<file path="src/rtl/test_harness_pkg.sv">
// Shared types and default constants for the CPU test harness controller.
package test_harness_pkg;

  typedef enum logic [1:0] {
    ST_HOLD = 2'd0,
    ST_RUN  = 2'd1,
    ST_PASS = 2'd2,
    ST_FAIL = 2'd3
  } state_t;

  localparam int DEF_ADDR_W         = 16;
  localparam int DEF_CNT_W          = 32;
  localparam int DEF_RESET_CYCLES   = 50000;
  localparam int DEF_TRAP_REPEAT    = 3;
  localparam int DEF_PASS_ADDR      = 16'h3469;
  localparam int DEF_TIMEOUT_CYCLES = 100000000;

  // Bits needed to hold values 0..n, never less than one.
  function automatic int cnt_bits(input int n);
    return (n < 1) ? 1 : $clog2(n + 1);
  endfunction

endpackage

</file>
<file path="src/rtl/test_harness_ctrl_trap_detector.sv">
// Trap detector: tracks the last opcode-fetch address and how many times in a
// row it has been fetched. o_trap pulses (combinationally, one cycle) on the
// fetch that makes the run length reach TRAP_REPEAT; trap_addr is latched on
// the same edge. i_force_load latches the current address without a trap
// (used for the timeout path).
module trap_detector
  import test_harness_pkg::*;
#(
  parameter int ADDR_W      = DEF_ADDR_W,
  parameter int TRAP_REPEAT = DEF_TRAP_REPEAT
) (
  input  logic              clk,
  input  logic              reset,
  input  logic              i_en,
  input  logic              i_sync,
  input  logic [ADDR_W-1:0] i_addr,
  input  logic              i_force_load,
  output logic              o_trap,
  output logic [ADDR_W-1:0] o_trap_addr
);

  localparam int REP_W = cnt_bits(TRAP_REPEAT);

  logic [REP_W-1:0]  r_rep_cnt;
  logic [REP_W-1:0]  w_rep_next;
  logic [ADDR_W-1:0] r_last_addr;
  logic [ADDR_W-1:0] r_trap_addr;
  logic              w_fetch;

  assign w_fetch     = i_en && i_sync;
  assign w_rep_next  = (i_addr == r_last_addr) ? (r_rep_cnt + REP_W'(1)) : REP_W'(1);
  assign o_trap      = w_fetch && (w_rep_next >= REP_W'(TRAP_REPEAT));
  assign o_trap_addr = r_trap_addr;

  // Run-length tracking of fetch addresses and trap address capture.
  always_ff @(posedge clk) begin
    if (!reset) begin
      r_rep_cnt   <= '0;
      r_last_addr <= '0;
      r_trap_addr <= '0;
    end else begin
      if (w_fetch) begin
        r_last_addr <= i_addr;
        r_rep_cnt   <= w_rep_next;
      end
      if (o_trap || i_force_load) begin
        r_trap_addr <= i_addr;
      end
    end
  end

endmodule

</file>
<file path="config.mk">
export PLATFORM = sky130hd
export DESIGN_NAME = trap_detector
export DESIGN_NICKNAME = d
export VERILOG_FILES = /design/src/rtl/test_harness_pkg.sv /design/src/rtl/test_harness_ctrl_trap_detector.sv
export SDC_FILE = /design/constraint.sdc
export NUM_CORES = 1
export LEC_CHECK = 0
export BUFFER_PORTS_ARGS = -buffer_cell sky130_fd_sc_hd__buf_2
export CORE_MARGIN = 1.5
export CORE_UTILIZATION = 45
export DETAILED_ROUTE_END_ITERATION = 12
export GPL_TIMING_DRIVEN = 0
export HOLD_SLACK_MARGIN = 0.12
export PLACE_DENSITY = 0.69
export SYNTH_ARGS = -nofsm -noshare
export SYNTH_HDL_FRONTEND = slang
export SYNTH_SLANG_ARGS = --single-unit
</file>
<file path="constraint.sdc">
create_clock -name clk -period 1.9 [get_ports clk]
set_clock_uncertainty 0.1 [all_clocks]
set_input_delay 0.38 -clock clk [delete_from_list [all_inputs] [get_ports clk]]
set_output_delay 0.38 -clock clk [all_outputs]
set_load 0.02 [all_outputs]
</file>
; Word-level counts from Yosys, hierarchy flattened
; Index checks and enable logic that the tools add are counted.
[word_totals]
regBits = 34
latch_bits = 0
ramBits = 0
mem_bits_ro = 0
in_bits = 21
out_inout_bits = 17
memories = 0
[classes]
addsub = 1
n_mul = 0
div_mod_pow = 0
order_cmp = 1
eq_ne = 1
n_shift = 0
mux = 1
bitwise = 0
reduce_logical = 3
[op_table]
columns = cell, n
row1 = $eq A16 B16 Y1, 1
row2 = $add A2 B1 Y2 const B, 1
row3 = $ge A2 B2 Y1 const B, 1
row4 = $logic_and A1 B1 Y1, 2
row5 = $mux W2, 1
row6 = $logic_or A1 B1 Y1, 1

; Logic depth before layout (Yosys ltp)
; Gate-level depths: netlist of the first run.
[logic_depth]
depth_word = 5
mapped_depth = 6
ltp_nobuf = 5

; Worst setup path after synthesis of the first run
; OpenSTA, ideal clock, no wires.
[synth_path]
kind = in2out
startpoint = input port i_addr[9]
endpoint = output port o_trap
arrival_time_ps = 1495
required_time_ps = 1420
slack_ps = -75
cell_stages = 4
path_cell_list = xor2_1 -> nor4_1 -> nand4_1 -> nor3_1
[synth_via]
elab_chain_cells = 4
[synth_rtl]
columns = element, line_no
row1 = from (decl), test_harness_ctrl_trap_detector.sv:16  ; input logic [ADDR_W-1:0] i_addr,
row2 = $eq A16 B16 Y1, test_harness_ctrl_trap_detector.sv:31  ; assign w_rep_next = (i_addr == r_last_addr) ? (r_rep_cnt + REP_W'(1)) : REP_W'(1);
row3 = $mux W2, test_harness_ctrl_trap_detector.sv:31
row4 = $ge A2 B2 Y1, test_harness_ctrl_trap_detector.sv:32  ; assign o_trap = w_fetch && (w_rep_next >= REP_W'(TRAP_REPEAT));
row5 = $logic_and A1 B1 Y1, test_harness_ctrl_trap_detector.sv:32
row6 = to (decl), test_harness_ctrl_trap_detector.sv:18  ; output logic o_trap,
; Every way passes these cells.

; Worst setup path in the final report of the first run
[layout_path]
startpoint = register r_last_addr[4]
endpoint = output port o_trap
[layout_via]
elab_chain_cells = 4
[layout_rtl]
columns = element, line_no
row1 = from (decl), test_harness_ctrl_trap_detector.sv:26  ; logic [ADDR_W-1:0] r_last_addr;
row2 = from (signal assigned), test_harness_ctrl_trap_detector.sv:43  ; r_last_addr <= i_addr;
row3 = $eq A16 B16 Y1, test_harness_ctrl_trap_detector.sv:31
row4 = $mux W2, test_harness_ctrl_trap_detector.sv:31
row5 = $ge A2 B2 Y1, test_harness_ctrl_trap_detector.sv:32
row6 = $logic_and A1 B1 Y1, test_harness_ctrl_trap_detector.sv:32
; Every way passes these cells.

==> impl_metrics.py, run 1 <==
metrics = {
    "status": {
        "status": "finished, violations left",
        "violations": "negative setup slack",
    },
    "place": {
        "placed_area_mm2": 0.001777,
        "post-place-cells": 256,
        "place_ws_ns": -0.2696,
        "dp_hpwl_um": 2310,
        "port_buffers": 36,
        "gp_congestion": 0.7478,
    },
    "setup_path": {
        "r2r-start": "r_last_addr[7]",
        "critPathLaunchType": "flop",
        "cp-end-kind": "output pin",
        "cp.required_ns": 1.42,
        "critPathMaxStageDelay_ns": 0.34,
        "reg2reg_depth": 6,
        "reg2reg_slack_ns": 0.11,
        "cp_slowest_cell": "nor4_2",
        "critPathKind": "flop to output pin",
        "crit_fanout": 2,
        "worstPathCellList": "xor2_1, nor4_2, nand4_1, nor3_2, buf_4",
        "r2r_end": "o_trap_addr[0]",
        "cp_data_arrival_time_ns": 1.68,
    },
    "hold_path": {
        "hold_path_depth": 3,
        "hp-class": "primary input to flop",
        "hold-path-endpoint": "o_trap_addr[13]",
        "holdCritStartpoint": "i_addr[13]",
    },
    "synth": {
        "yosysWarnings": 0,
        "ys_seq_elements": 34,
        "synth_flop_cell": "dfxtp_1",
        "yosysSeqAreaShare_pct": 44.37,
        "synthArstFlopShare_pct": 0,
        "synthCells": 174,
        "synth_nets": 195,
        "synth_cell_types": 23,
        "syn_area_mm2": 0.001534,
        "synth.avg_cell_area_um2": 8.816,
        "synth_edf_count": 0,
    },
    "drt": {
        "dr.pass1.iters": 4,
        "drtIter0Drc": 49,
        "viasPerCell": 4.653,
        "routedWlPerCell_um": 11.81,
        "num_vias": 1233,
        "totalWireLength_um": 3130,
        "postRouteAntennaNets": 0,
        "drc": 0,
    },
    "finish": {
        "post_layout_nonfiller_instances": 265,
        "layout-drive-gt1-share_pct": 26.48,
        "antenna-diode-count": 0,
        "fin_area_mm2": 0.001869,
        "regArea_um2": 683.2,
        "multi_input_area_um2": 814.5,
        "area_growth_pct": 21.86,
        "nets": 240,
        "final.fill_count": 322,
    },
    "timing": {
        "setup_ws_ns": -0.2598,
        "max_clock_freq_mhz": 463.0,
        "finalHoldViolCount": 0,
        "tightest_slew_ns": 0.4873,
        "hold_ws_ns": 0.2035,
        "rsz0062_at_grt": "yes",
        "final.min_clock_period_ns": 2.160,
        "setup_viol": 1,
        "fin_crit_sh_pct": 113.7,
        "slew_violations": 0,
        "relSlewSlack_pct": 67.51,
    },
    "power": {
        "ir_worst_vdd_v": 0.0003511,
        "totalPowerFinal_mw": 1.356,
        "powerDensity_mw_per_mm2": 725.5,
        "leakagePower_nw": 0.8417,
    },
    "floorplanning": {
        "die_width_um": 61.39,
        "start_util_pct": 46.33,
        "rows": 21,
        "coreArea_mm2": 0.003311,
        "fp.dieH_um": 61.39,
        "dieArea_mm2": 0.003768,
        "ios": 38,
    },
    "job": {
        "max-cap-violations": 0,
    },
    "global_routing": {
        "track_usage_pct": 18.75,
        "grt_pass1_vias": 1097,
        "grt_first_pass_wirelength_um": 5002,
        "grt_antenna_before_repair": 0,
        "grt_start_max_net_pins": 11,
        "grt-ovfl-total": 0,
    },
    "clock_tree": {
        "numCtsBuffers": 5,
        "clk_path_buf_depth": 2,
        "clock_latency_ns": 0.34,
        "tritoncts": "built",
        "hold_buffers": 0,
        "cts.reportedPaths.clkPinSlew_ns": 0.10,
        "h-tree-depth": 2,
        "cts_sinks": 34,
        "cts_root_buf": "clkbuf_4",
    },
}
-- state kept, by name (all words and copies together) (netlist names) --
signal,cells
o_trap_addr,16
r_last_addr,16
r_rep_cnt,2
-- routing by layer --
metal  track usage [%]  part of all wire [%]  wire length (um)  vias up
li1                  -                     -                 -      659
met1             25.29                    49              1531      546
met2             26.75                    45              1401       26
met3             5.252                   5.1               161        2
met4             10.94                   1.1                34        0
met5                 0                     0                 0        -
-- cell usage in the layout (no fill, tap or decap), types with 2 or more instances in the layout --
cell and n:
dfxtp_2 2, nand2_1 65, clkinv_2 2, mux2i_1 16, xor2_1 16, buf_6 2, clkbuf_4 5, buf_2 35
buf_4 3, a21boi_0 17, nor4_2 4, dfxtp_1 32, clkbuf_1 5
-- layout make-up --
cell class	count	area share, %
buffer	10	3.681
multi-input combinational	130	43.57
clock inverter	2	0.5355
clock buffer	5	2.008
sequential	34	36.55
tap	46	3.079
timing repair buffer	38	10.58
-- cell usage after synthesis (2+ instances only) --
cell,n,area share (%)
buf_6,2,1.5
xor2_1,16,9.1
nand2_1,65,16
clkbuf_1,5,1.2
dfxtp_1,34,44
a21boi_0,17,8.3
mux2i_1,16,10
nor4_1,4,1.6
-- worst max-delay path by stage --
stage                          startpoint     end  slack (ns)  cells after the start
final                      r_last_addr[4]  o_trap       -0.26                      5
after global routing      r_last_addr[11]  o_trap       -0.38                      5
after CTS                  r_last_addr[4]  o_trap       -0.29                      5
after detailed placement        i_addr[5]  o_trap       -0.27                      6
after global placement          i_addr[5]  o_trap       -0.26                      6
after floorplan                 i_addr[9]  o_trap        0.07                      4
-- power by group --
group          switching [mW]  total (mW)  internal [mW]
Combinational           0.130       0.219         0.0887
Clock                   0.235       0.367          0.133
Sequential             0.0193       0.770          0.751
-- timing repair --
item / CTS / global route
cloned: 0 / 0
resized for setup: 4 / 3
setup endpoints to repair: 1 / 2
buffers inserted: 2 / 0
pin swaps: 3 / 1
-- kinds of logic after synthesis --
| logic type | Yosys count | share of synthesized area [%] |
|---|---|---|
| buffers and inverters | 10 | 4.486 |
| and+or+nand+nor | 77 | 20.96 |
| muxes | 16 | 10.44 |
| AOI/OAI and AO/OA | 21 | 10.60 |
| DFF | 34 | 44.37 |
| xor gates and xnor gates | 16 | 9.135 |
-- worst max-delay path, delay by kind of cell, from the launching register on --
kind	cells	cell delay (ns)
and+or+nand+nor	3	0.70
DFF	1	0.33
xor gates and xnor gates	1	0.16
buffers and inverters	1	0.17
-- through the flow --
stage,setup TNS [ns],utilization [%]
3_3_place_gp,-1.597,53.67
3_5_place_dp,-1.682,53.67
2_1_floorplan,0,-
4_1_cts,-0.2858,56.05
6_report,-0.2598,56.46
5_1_grt,-0.3781,56.46
No activity file was read; power rests on OpenSTA's default activity.
==> run 2: changes to the inputs <==
PLACE_DENSITY = 0.78   (was 0.69)
REMOVE_ABC_BUFFERS = 1   (was default)
==> run 2 against run 1 <==
  * The flow still finishes with violations (negative setup slack)
  * Sequential cell count is the same
  * Core utilization is 1.1 points lower
  * Register-to-register slack is essentially flat
  * Maximum frequency fell by 2.2%
  * Critical path depth unchanged
  * Worst setup slack lost 0.049 ns
  * Sequential power hardly changed
  * Sequential share of layout area rose by 0.63 points
  * Design area shrank 1.9%
  * Largest cell class unchanged
==> impl_metrics.py, run 2 (same netlist as run 1, synthesis figures left out) <==
metrics = {
    "drt": {
        "drc": 0,
        "viasPerCell": 4.681,
        "num_vias": 1203,
        "postRouteAntennaNets": 0,
        "drtIter0Drc": 45,
        "dr.pass1.iters": 4,
        "routedWlPerCell_um": 10.99,
        "totalWireLength_um": 2825,
    },
    "finish": {
        "final_cell_mix": "65 x nand2_1, 36 x buf_2, 33 x dfxtp_1",
        "nets": 232,
        "antenna-diode-count": 0,
        "layout-drive-gt1-share_pct": 25.59,
        "final_common_cell": "nand2_1",
        "area_growth_pct": 19.58,
    },
    "power": {
        "ir_worst_vdd_v": 0.0003695,
        "powerDensity_mw_per_mm2": 734.4,
        "leakagePower_nw": 0.8233,
        "totalPowerFinal_mw": 1.347,
    },
    "status": {
        "violations": "negative setup slack",
        "status": "finished, violations left",
    },
    "setup_path": {
        "critical-path-top-delay-family": "simple AND/OR/NAND/NOR gates",
        "worstPathCellList": "xor2_1, nor4_2, nand4_1, nor3_2, buf_4",
        "crit_start": "r_last_addr[12]",
        "cp_data_arrival_time_ns": 1.73,
        "path_buf_inv": 1,
        "critPathMaxStageDelay_ns": 0.39,
        "critPathLaunchType": "flop",
        "cp-end-kind": "output pin",
        "cp.required_ns": 1.42,
        "r2r-start": "r_last_addr[12]",
        "crit_fanout": 2,
        "cp_slowest_cell": "nor4_2",
        "reg2reg_slack_ns": 0.10,
        "critPathKind": "flop to output pin",
    },
    "timing": {
        "relSlewSlack_pct": 49.05,
        "finalHoldViolCount": 0,
        "slew_violations": 0,
        "final.min_clock_period_ns": 2.209,
        "hold_ws_ns": 0.2072,
        "max_clock_freq_mhz": 452.7,
        "tightest_slew_ns": 0.7642,
        "setup_viol": 1,
        "setup_ws_ns": -0.3089,
        "fin_crit_sh_pct": 116.3,
        "rsz0062_at_grt": "yes",
    },
    "floorplanning": {
        "start_util_pct": 46.33,
        "ios": 38,
        "die_width_um": 61.39,
        "fp.dieH_um": 61.39,
        "dieArea_mm2": 0.003768,
        "rows": 21,
        "coreArea_mm2": 0.003311,
    },
    "place": {
        "port_buffers": 37,
        "dp_hpwl_um": 1828,
        "gp_congestion": 0.6744,
    },
    "global_routing": {
        "grt_start_max_net_pins": 51,
        "grt-ovfl-total": 0,
        "grt_antenna_before_repair": 0,
        "grt_pass1_vias": 1100,
        "track_usage_pct": 17.06,
        "grt_first_pass_wirelength_um": 4567,
    },
    "clock_tree": {
        "h-tree-depth": 2,
        "cts.reportedPaths.clkPinSlew_ns": 0.10,
        "clock_latency_ns": 0.33,
        "cts_root_buf": "clkbuf_4",
        "clk_path_buf_depth": 2,
        "cts_sinks": 34,
        "numCtsBuffers": 5,
        "hold_buffers": 0,
        "tritoncts": "built",
    },
    "job": {
        "max-cap-violations": 0,
    },
    "hold_path": {
        "holdCritStartpoint": "i_addr[11]",
        "hp-class": "primary input to flop",
    },
}
[run 2: cell count changes in the layout (fill, tap and decap cells not counted), sizes merged]
cell         before  now
buf              42   40
clkbuf           10    7
dlygate4sd1       1    0
clkinv            2    0
[run 2: worst paths after layout]
path,cells after the start,to
setup / recovery,5,o_trap
hold / removal,3,o_trap_addr[11]
setup reg to reg,6,o_trap_addr[10]
hold reg to reg,2,o_trap_addr[15]
[run 2: worst min-delay path, delay by kind of cell]
kind | cells | cell delay [ns]
buf+inv | 1 | 0.12
mux | 1 | 0.05
simple gates | 1 | 0.05
[run 2: through the flow]
| step | std cells | util (%) | worst slack, ns | setup TNS (ns) | area (um2) |
|---|---|---|---|---|---|
| 3_3_place_gp | 247 | 51.59 | -0.3692 | -3.972 | 1708 |
| 6_report | 257 | 55.40 | -0.3089 | -0.3089 | 1834 |
| 3_5_place_dp | 247 | 51.59 | -0.3466 | -4.268 | 1708 |
| 5_1_grt | 257 | 55.40 | -0.4303 | -0.4303 | 1834 |
| 4_1_cts | 262 | 56.12 | -0.3405 | -0.6324 | 1858 |
| 2_1_floorplan | 164 | - | -0.07483 | -0.07483 | 1465 |
[run 2: timing repair]
| item | 4_1_cts | 5_1_grt |
|---|---|---|
| gates resized for setup | 5 | 3 |
| endpoints found under the setup margin | 17 | 2 |
| pin swaps | 4 | 4 |
| buffers inserted | 8 | 0 |
[run 2: cell type report]
| type | instances | area [um2] |
|---|---|---|
| tap | 46 | 57.56 |
| multi-input combinational | 130 | 814.5 |
| sequential | 34 | 681.9 |
| clock buffer | 7 | 45.04 |
| fill | 337 | 1476 |
| timing repair buffer | 40 | 235.2 |
[run 2: layer usage]
metal | GRT usage, % | up-vias | wire length [um]
met5 | 0 | - | 0
met4 | 9.119 | 0 | 51
met3 | 4.412 | 7 | 106
met2 | 28.12 | 29 | 1284
met1 | 20.36 | 527 | 1382
li1 | - | 640 | -
[run 2: report_power, final]
part	internal [mW]	total [mW]	switching, mW
Combinational	0.0874	0.211	0.124
Sequential	0.751	0.770	0.0194
Clock	0.140	0.366	0.226
